## src/rtl/alu_pkg.sv

```systemverilog
// Shared ALU definitions: sequencer state encoding and default datapath sizes.
package alu_pkg;

    localparam int DEFAULT_WIDTH = 32;
    localparam int DEFAULT_CHUNK = 8;

    typedef enum logic [1:0] {
        IDLE = 2'd0,
        RUN  = 2'd1,
        DONE = 2'd2
    } state_t;

    // Width of a counter that indexes n slices, never narrower than one bit.
    function automatic int cnt_width(input int n);
        return (n > 1) ? $clog2(n) : 1;
    endfunction

endpackage

```

## src/rtl/adder_chunk.sv

```systemverilog
// CHUNK-bit combinational ripple adder slice with carry in and carry out.
module adder_chunk #(
    parameter int CHUNK = 8
) (
    input  logic [CHUNK-1:0] a,
    input  logic [CHUNK-1:0] b,
    input  logic             cin,
    output logic [CHUNK-1:0] sum,
    output logic             cout
);

    assign {cout, sum} = {1'b0, a} + {1'b0, b} + {{CHUNK{1'b0}}, cin};

endmodule

```

## src/rtl/serial_subtractor.sv

```systemverilog
// Chunk-serial subtractor S = A - B with C/V flags and a start/done handshake.
// Optional macro CMP_FLAGS_EN adds the registered LT/LTU comparison outputs.
module serial_subtractor
    import alu_pkg::*;
#(
    parameter int WIDTH = DEFAULT_WIDTH,
    parameter int CHUNK = DEFAULT_CHUNK
) (
    input  logic             clk,
    input  logic             reset,
    input  logic             start,
    input  logic [WIDTH-1:0] A,
    input  logic [WIDTH-1:0] B,
    output logic             busy,
    output logic             done,
    output logic [WIDTH-1:0] S,
    output logic             C,
`ifdef CMP_FLAGS_EN
    output logic             LT,
    output logic             LTU,
`endif
    output logic             V
);

    localparam int N     = WIDTH / CHUNK;
    localparam int CNT_W = cnt_width(N);
    localparam logic [CNT_W-1:0] K_LAST = CNT_W'(N - 1);

    state_t             state_q, state_d;
    logic [CNT_W-1:0]   k_q, k_d;
    logic               carry_q, carry_d;
    logic [WIDTH-1:0]   a_q, a_d;
    logic [WIDTH-1:0]   b_q, b_d;
    logic [WIDTH-1:0]   s_q, s_d;
    logic               c_q, c_d;
    logic               v_q, v_d;
    logic               busy_q, busy_d;
    logic               done_q, done_d;
`ifdef CMP_FLAGS_EN
    logic               lt_q, lt_d;
    logic               ltu_q, ltu_d;
`endif

    logic [CHUNK-1:0]   a_slice, nb_slice, sum;
    logic               cout;
    logic               v_next;

    // Subtraction as A + ~B + 1: the slice of B is inverted, carry_q supplies the +1.
    assign a_slice  = a_q[int'(k_q)*CHUNK +: CHUNK];
    assign nb_slice = ~b_q[int'(k_q)*CHUNK +: CHUNK];

    adder_chunk #(.CHUNK(CHUNK)) u_adder (
        .a    (a_slice),
        .b    (nb_slice),
        .cin  (carry_q),
        .sum  (sum),
        .cout (cout)
    );

    assign v_next = (a_q[WIDTH-1] ^ b_q[WIDTH-1]) & (sum[CHUNK-1] ^ a_q[WIDTH-1]);

    always_comb begin
        // NOTE: every _d gets a default up front so no path through the case infers a latch.
        state_d = state_q;
        k_d     = k_q;
        carry_d = carry_q;
        a_d     = a_q;
        b_d     = b_q;
        s_d     = s_q;
        c_d     = c_q;
        v_d     = v_q;
        busy_d  = 1'b0;
        done_d  = 1'b0;
`ifdef CMP_FLAGS_EN
        lt_d    = lt_q;
        ltu_d   = ltu_q;
`endif
        unique case (state_q)
            IDLE, DONE: begin
                if (start) begin
                    state_d = RUN;
                    a_d     = A;
                    b_d     = B;
                    k_d     = '0;
                    carry_d = 1'b1;
                    busy_d  = 1'b1;
                end else begin
                    state_d = IDLE;
                end
            end
            RUN: begin
                s_d[int'(k_q)*CHUNK +: CHUNK] = sum;
                carry_d = cout;
                if (k_q == K_LAST) begin
                    state_d = DONE;
                    done_d  = 1'b1;
                    c_d     = cout;
                    v_d     = v_next;
`ifdef CMP_FLAGS_EN
                    lt_d    = sum[CHUNK-1] ^ v_next;
                    ltu_d   = ~cout;
`endif
                end else begin
                    k_d    = k_q + 1'b1;
                    busy_d = 1'b1;
                end
            end
            default: state_d = IDLE;
        endcase
    end

    always_ff @(posedge clk or posedge reset) begin
        if (reset) begin
            state_q <= IDLE;
            k_q     <= '0;
            carry_q <= 1'b0;
            a_q     <= '0;
            b_q     <= '0;
            s_q     <= '0;
            c_q     <= 1'b0;
            v_q     <= 1'b0;
            busy_q  <= 1'b0;
            done_q  <= 1'b0;
`ifdef CMP_FLAGS_EN
            lt_q    <= 1'b0;
            ltu_q   <= 1'b0;
`endif
        end else begin
            // NOTE: non-blocking so every flop samples the pre-edge value of its peers.
            state_q <= state_d;
            k_q     <= k_d;
            carry_q <= carry_d;
            a_q     <= a_d;
            b_q     <= b_d;
            s_q     <= s_d;
            c_q     <= c_d;
            v_q     <= v_d;
            busy_q  <= busy_d;
            done_q  <= done_d;
`ifdef CMP_FLAGS_EN
            lt_q    <= lt_d;
            ltu_q   <= ltu_d;
`endif
        end
    end

    assign busy = busy_q;
    assign done = done_q;
    assign S    = s_q;
    assign C    = c_q;
    assign V    = v_q;
`ifdef CMP_FLAGS_EN
    assign LT   = lt_q;
    assign LTU  = ltu_q;
`endif

endmodule

```

## config.mk

```make
export PLATFORM = sky130hd
export DESIGN_NAME = serial_subtractor
export DESIGN_NICKNAME = d
export VERILOG_FILES = /design/src/rtl/alu_pkg.sv /design/src/rtl/adder_chunk.sv /design/src/rtl/serial_subtractor.sv
export SDC_FILE = /design/constraint.sdc
export NUM_CORES = 1
export LEC_CHECK = 0
export BUFFER_PORTS_ARGS = -buffer_cell sky130_fd_sc_hd__clkbuf_2
export CAP_MARGIN = 10
export CORE_MARGIN = 2
export CORE_UTILIZATION = 45
export DETAILED_ROUTE_END_ITERATION = 6
export MAX_ROUTING_LAYER = met4
export PLACE_DENSITY_LB_ADDON = 0.2
export REMOVE_ABC_BUFFERS = 1
export SLEW_MARGIN = 20
export SYNTH_ARGS = -nofsm -noshare
export SYNTH_HDL_FRONTEND = slang
export SYNTH_HIERARCHICAL = 1
export SYNTH_SLANG_ARGS = --single-unit
```

## constraint.sdc

```tcl
create_clock -name clk -period 8 [get_ports clk]
set_clock_uncertainty 0.2 [all_clocks]
set_input_delay 0.4 -clock clk [delete_from_list [all_inputs] [get_ports clk]]
set_output_delay 0.4 -clock clk [all_outputs]
set_load 0.02 [all_outputs]
```

==> results of run 1 <==
[layer usage]
layer,up-vias,GRT usage (%)
met5,-,-
met4,0,6.04
met3,9,3.98
met2,81,27.3
met1,1554,24.8
li1,1475,-
[registers in the layout, indices dropped and copies added (netlist names), 2 cells and up]
signal   cells
S           32
b_q         32
state_q      2
a_q         32
k_q          2
[power groups by stage]
stage	sequential (uW)	combinational [uW]	clock [uW]
after floorplan	993	1090	0
after detailed placement	948	1550	0
after global placement	938	1510	0
final	931	1540	306
after CTS	936	1550	318
after global routing	965	1720	340
[worst max-delay path, stage by stage, from the launching register on]
cell                      delay [ns]
sky130_fd_sc_hd__dfrtp_1        0.86
sky130_fd_sc_hd__mux4_2         0.43
sky130_fd_sc_hd__fa_1           0.48
sky130_fd_sc_hd__fa_1           0.41
sky130_fd_sc_hd__a21oi_1        0.23
sky130_fd_sc_hd__nor2_1         0.06
sky130_fd_sc_hd__nor2_1         0.16
sky130_fd_sc_hd__xnor2_1        0.23
sky130_fd_sc_hd__nand2_1        0.08
sky130_fd_sc_hd__o21ai_0        0.15
[metrics by stage]
stage          cell area [sq um]  util [%]  worst slack (ns)  total power [uW]  hold WS (ns)
2_1_floorplan               4760         -              4.57              2080         0.272
3_3_place_gp                5480      51.2              4.67              2450         0.261
6_report                    5670      53.0              4.63              2770        0.0499
5_1_grt                     5670      53.0              4.24              3020        0.0309
3_5_place_dp                5480      51.2              4.61              2500         0.272
4_1_cts                     5670      53.0              4.58              2810        0.0362
[synthesized netlist by cell type, types with 7 or more instances]
cell type / number / area, sq um
sky130_fd_sc_hd__a21oi_1: 7 / 35.0
sky130_fd_sc_hd__a22o_1: 16 / 140
sky130_fd_sc_hd__buf_2: 7 / 35.0
sky130_fd_sc_hd__dfrtp_1: 105 / 2630
sky130_fd_sc_hd__ha_1: 12 / 150
sky130_fd_sc_hd__inv_1: 15 / 56.3
sky130_fd_sc_hd__mux2_2: 64 / 721
sky130_fd_sc_hd__mux4_1: 8 / 210
sky130_fd_sc_hd__mux4_2: 8 / 180
sky130_fd_sc_hd__nand2_1: 40 / 150
sky130_fd_sc_hd__o21ai_0: 17 / 85.1
[logic make-up (layout without fill, tap and decap cells)]
| group | Yosys count | in the layout |
|---|---|---|
| compound gates | 50 | 50 |
| simple gates | 66 | 66 |
| buf+inv | 32 | 138 |
| xor+xnor | 4 | 4 |
| flops | 105 | 105 |
| fa+ha+maj | 14 | 14 |
| mux | 82 | 82 |
[cell type report]
class | count | area [sq um]
inverter | 16 | 62.6
sequential | 105 | 2630
tap | 140 | 175
fill | 947 | 5030
clock inverter | 5 | 28.8
multi-input combinational | 216 | 2080
clock buffer | 11 | 151
timing repair buffer | 106 | 543
[what timing repair did]
| action | CTS | global route |
|---|---|---|
| hold buffers | 1 | 0 |
| hold endpoints to repair | 48 | 0 |
| setup endpoints to repair | 0 | 0 |
[worst paths after layout]
kind | startpoint | endpoint | slack (ns) | cells after the start
worst max-delay path | k_q[1]$_DFFE_PP0P_ | S[14]$_DFFE_PP0P_ | 4.63 | 9
worst min register to register | S[13]$_DFFE_PP0P_ | S[13]$_DFFE_PP0P_ | 0.29 | 2
worst min-delay path | B[15] | b_q[15]$_DFFE_PP0P_ | 0.05 | 2
min in group asynchronous | reset | b_q[17]$_DFFE_PP0P_ | 0.44 | 3
worst max register to register | k_q[1]$_DFFE_PP0P_ | S[14]$_DFFE_PP0P_ | 4.63 | 9
max in group asynchronous | reset | b_q[7]$_DFFE_PP0P_ | 6.02 | 4
==> run summary, run 1 <==
The flow ran to the end, and the final reports show no timing, DRC or antenna violations. The synthesized netlist devotes 7.74% of its cell area to simple gates. The worst relative slew slack is 43.6%. The type of the setup path with the least slack is flop to flop. The power dissipated by switching net loads is ~1200 uW.

The area of the placeable core came out at roughly 11000 sq um. The fraction of power spent switching nets came out at a little over two fifths. Combinational cells account for 55.4% of the total power. The average vias per placed instance is 5.21.

The synthesized netlist devotes around 6.9% of its cell area to compound gates. The via count of the first global-routing pass came out at 3109. The clock reaches the later pin of the worst-skew pair after 0.37 ns. The sequential share of power is 33.6%.

After synthesis, the share of cell area in mux cells is 23.2%. The CTS tree is yes. In the routed design, unresolved DRC markers number 0. The peak supply drop is 0.219 mV. Setup repair after global routing left no endpoint under its margin. The number of vias after detailed routing came out at 3119. The number of rows in the core area came out at 38. The number of instances in the placed design came out at 582. The clock power share is 11.0%. Synthesis produced a netlist whose cell count is between 300 and 400.

The average detailed-routed wire length per instance came out at 16.0 um. The number of pins exceeding their max-slew limit in the final report came out at 0. The number of antenna-violating nets in the routed design came out at 0. The hold violation count in the final report came to 0. The fmax came out at 0.297 GHz. The period utilization is 42.1%. After clock tree synthesis, the clock-pin slew on the worst setup and hold paths is 0.10 ns. Setup violations remaining at the end of the flow were counted as 0. The count of buffers added on input and output ports is 102. The adder and majority gate portion of the synthesized area is 3.90%.

The arrival time at the worst endpoint is 3.46 ns. For the pin with the worst max-slew slack, the measured transition is 0.846 ns. In the synthesized netlist the dominant register cell turns out to be sky130_fd_sc_hd__dfrtp_1. The leakage power is 0.00269 uW. The post-CTS setup-driven buffer insertion count came out at 0. The count of synthesis-stage warnings from yosys is 6.

The pin count of the biggest net entering global routing is 68. The final weighted congestion in routability-driven placement came out at 0.754. After synthesis, the largest family of logic cells by area is multiplexers.

The top cell types in the final layout, fill and taps aside, are sky130_fd_sc_hd__dfrtp_1 (105), sky130_fd_sc_hd__clkbuf_2 (102), sky130_fd_sc_hd__mux2_2 (64), sky130_fd_sc_hd__nand2_1 (40), sky130_fd_sc_hd__o21ai_0 (17). In this run, synthesis inferred 0 flip-flops with an integrated enable. The initial antenna violation count came to 0. The floorplan step defined a die boundary enclosing approximately 12000 sq um. The accumulated negative setup slack came out at 0 ns.

The CTS H-tree depth is 3. The time the final worst path needs with I/O delays and setup came out at 3.37 ns. Detailed routing placed a total of ~4400 um of wire on met2. The number of buffers added by the clock tree synthesis step came out at 9. The power density over the cells came out at ~490 nW/um^2. The TritonCTS sink count came out at 105. The initial utilization of the core area, before any placement, comes to 45.6%. The worst setup path is captured at a flop. The maximum number of buffers from clock root to sink is 2. The average size of a mapped cell is 13.8 sq um. The share of synthesized area occupied by flip-flops and latches came out at approximately 54%. The share of async-settable or async-resettable flops after synthesis came out at 100%. The floorplan step set the die height to between 100 and 150 um. The number of maximum-capacitance violations came out at 0. The internal power component came out at 1590 uW.

The total wirelength of the detailed-routed design is about 9600 um. The path class of the tightest hold or removal check is input port to flop. Clock tree synthesis selected as its root buffer the cell sky130_fd_sc_hd__clkbuf_8. Of the cells placed in the final design, the portion with a size suffix greater than 1 is 44.2%. Routed signal wires occupy layers up through met4.

The largest fanout on the critical path came out at 19. The detailed-routed wire length on met3 is 470 um. The launching element type of the critical path is a flop. The final layout contains about 540 nets. The area of the mapped netlist came out at 4880 sq um.

The repair_antennas step left the layout with diodes totalling 0. The parity-gate share of the synthesized area counting xor and xnor cells came out at 0.718%. The unique cell type count in the Yosys netlist came out at a little over 40. The post-synthesis to final-layout area growth is 16.0%. The met1 wire length came out at between 4000 and 5000 um. The wire length of the first global-routing pass is 15700 um. The post-DP HPWL is about 6900 um. The iteration count of the initial detailed-routing pass is 4. The data required time at the worst endpoint is approximately 8 ns. The floorplan step set the die width to roughly 110 um. The initial detailed-routing violation count is 104. The library cell used most frequently in the layout, excluding fill and tap cells, is sky130_fd_sc_hd__dfrtp_1.

Global routing used between 10% and 20% of the available tracks across all layers. The filler-free cell count of the finished design is about 600. The number of gates given a new drive strength after cts came out at 0. For this run the aggregate overflow at the end of global routing stands at 0. The number of I/O pins is 103. The count of state elements after synthesis is 105.
(Power assumes the default switching activity.)
==> run 2: changes to the inputs <==
==> constraint.sdc (replaced) <==
create_clock -name clk -period 3.1 [get_ports clk]
set_clock_uncertainty 0.2 [all_clocks]
set_input_delay 0.155 -clock clk [delete_from_list [all_inputs] [get_ports clk]]
set_output_delay 0.155 -clock clk [all_outputs]
set_load 0.02 [all_outputs]
==> run summary, run 2 (synthesis results as in run 1) <==
The flow ran to the end, and the final reports show no timing, DRC or antenna violations. The longest clock path from root to sink contains 2 buffers. Counting the buffers created by CTS gives 9. The number of maximum-capacitance violations came out at 0. Across all register-to-register paths, the minimum setup slack is around 0.16 ns.

The average detailed-routed wire length per instance is approximately 16 um. The hold violation count in the final report came out at 0. After routing, the total negative slack on setup checks comes to 0 ns. The slew of the pin with the lowest slew margin came out at between 0.5 and 0.6 ns. The initialized floorplan defines 38 standard-cell rows. Among all stages on the critical path, the largest delay is contributed by sky130_fd_sc_hd__mux4_1. The initial detailed-routing violation count came out at 186. The worst register-to-register path begins at k_q[0]$_DFFE_PP0P_. For this run the aggregate overflow at the end of global routing stands at 0. The endpoint kind of the worst setup timing path is a flop.

For this design, the sink count on the clock tree is 105. The library cell used most frequently in the layout, excluding fill and tap cells, is sky130_fd_sc_hd__dfrtp_1. Routability-driven placement finished with a final weighted congestion of ~0.78. The width of the die is 108 um. The clock edge transition at the registers on the reported setup and hold paths is 0.10 ns. Counting cells, the worst reg-to-reg path comes to 10. In this run the tool buffered the top-level ports with 102 buffer cells. The repair_antennas step left the layout with diodes totalling 0. The number of antenna-violating nets in the routed design is 0.

The reg-to-reg endpoint is V$_DFFE_PP0P_. The first global-routing pass estimated 17200 um of wire. The class of the tightest hold or removal check is input port to async pin. The largest fanout on the critical path is 11. The CTS tree is yes.

Together, buffers and inverters on the worst path number 1. The iteration count of the initial detailed-routing pass came out at 4. The initial antenna violation count is 0.

The total power consumption of the routed design came out at 7700 uW. The global router's overall resource usage is 19.4%. For this run, the top clock speed supported by timing is 0.340 GHz. In this design, the largest share of critical-path delay is due to compound AO/OA/AOI/OAI gates. The peak per-stage delay on the critical path came out at 0.56 ns. After detailed routing, the total wire length is 10400 um. The number of setup violations in the final report came out at 0. The time the final worst path needs with I/O delays and setup came out at 2.94 ns. The area of the die is between 10000 and 15000 sq um. The worst setup path is launched from a flop. The starting density of the core came out at between 40% and 50%. The number of pins exceeding their max-slew limit in the final report is 0. The data required time at the worst endpoint is about 3.2 ns.

The clock tree synthesis step divided the H-tree into 3 levels. The area of the placeable core is 10700 sq um. Entering global routing, the biggest net connects 62 pins.

Measured against its own limit, the worst slew margin works out to 60.0%. The vertical die dimension is 108 um. The via count of the first global-routing pass is about 3500. The cell chosen for the clock root is sky130_fd_sc_hd__clkbuf_8. The type of the setup path with the least slack is flop to flop.

Of the cells placed in the final design, the portion with a size suffix greater than 1 is 40.9%. Using the TritonRoute via totals, the vias-per-cell ratio works out to 5.05. The post-synthesis to final-layout area growth came out at 32.6%. The leakage power came out at between 0.003 and 0.004 uW. The clock latency of the later-clocked register in the worst-skew pair came out at 0.35 ns. The number of nets in the layout is 607. Once detailed placement completed, the half-perimeter wirelength came to 6990 um.

Pin placement for this block handled 103 I/O pins. The power density over the cells is 1190 nW/um^2. Walking the worst path, the cells encountered are buf_12 > mux4_1 > ha_1 > a21o_1 > a2111oi_1 > mux2i_1 > nand2_2 > and3b_1 > a21oi_1 > o21ai_0.

Setup repair after global routing could not meet its margin everywhere. The arrival time at the worst endpoint came out at 3.02 ns. The period utilization is 94.9%. In the layout the commonest cells are sky130_fd_sc_hd__dfrtp_1 (104), sky130_fd_sc_hd__clkbuf_2 (102), sky130_fd_sc_hd__dlygate4sd3_1 (66), sky130_fd_sc_hd__mux2_2 (64), sky130_fd_sc_hd__nand2_1 (39).

The final routed DRC violation total came out at 0. VDD sags by at most about 0.56 mV. Across all layers, the routed design uses 3386 vias.
-- run 2: final cells by class --
| type | instances | area, sq um |
|---|---|---|
| clock buffer | 11 | 141 |
| tap | 140 | 175 |
| fill | 887 | 4220 |
| sequential | 105 | 2630 |
| inverter | 16 | 62.6 |
| clock inverter | 4 | 53.8 |
| multi-input combinational | 216 | 2110 |
| timing repair buffer | 178 | 1300 |
-- run 2: report_power, final --
| group | switching (uW) | total, uW | internal (uW) |
|---|---|---|---|
| Sequential | 373 | 2380 | 2010 |
| Combinational | 2410 | 4490 | 2080 |
| Clock | 441 | 834 | 393 |
| Total | 3230 | 7700 | 4480 |
-- run 2: what timing repair did --
| item | 4_1_cts | 5_1_grt |
|---|---|---|
| buffers inserted | 0 | 1 |
| pin swaps | 0 | 0 |
| hold buffers | 66 | 0 |
| endpoints found under the hold margin | 109 | 0 |
| gates resized for setup | 2 | 9 |
| gates cloned | 0 | 1 |
| setup endpoints to repair | 2 | 16 |
-- run 2: worst max path at each step --
stage,startpoint,cells after the start,to
floorplan,k_q[0]$_DFFE_PP0P_,9,S[22]$_DFFE_PP0P_
global placement,k_q[0]$_DFFE_PP0P_,10,V$_DFFE_PP0P_
detailed placement,k_q[0]$_DFFE_PP0P_,10,V$_DFFE_PP0P_
CTS,k_q[0]$_DFFE_PP0P_,11,S[22]$_DFFE_PP0P_
global route,k_q[0]$_DFFE_PP0P_,10,V$_DFFE_PP0P_
finish,k_q[0]$_DFFE_PP0P_,10,V$_DFFE_PP0P_
-- run 2: stage by stage --
step / hold slack, ns / std cells / area [sq um] / util [%] / worst slack, ns
6_report: 0.195 / 670 / 6470 / 60.5 / 0.157
5_1_grt: 0.242 / 670 / 6470 / 60.5 / -0.0624
4_1_cts: 0.207 / 668 / 6410 / 59.9 / 0.0336
3_5_place_dp: 0.0490 / 587 / 5550 / 51.9 / 0.00484
3_3_place_gp: 0.0431 / 587 / 5550 / 51.9 / 0.0933
2_1_floorplan: 0.107 / 337 / 4760 / - / -0.327
-- run 2: tightest hold or removal path: cells and delay by family --
family | cells | cell delay, ns
buf+inv | 3 | 1.05
-- run 2: per-layer routing --
layer  wire length [um]  global-route usage (%)  up-vias
li1                   -                       -     1616
met1               4830                    27.2     1656
met4                112                    6.14        0
met3                450                    2.41       11
met2               5000                    30.0      103
met5                  0                       -        -
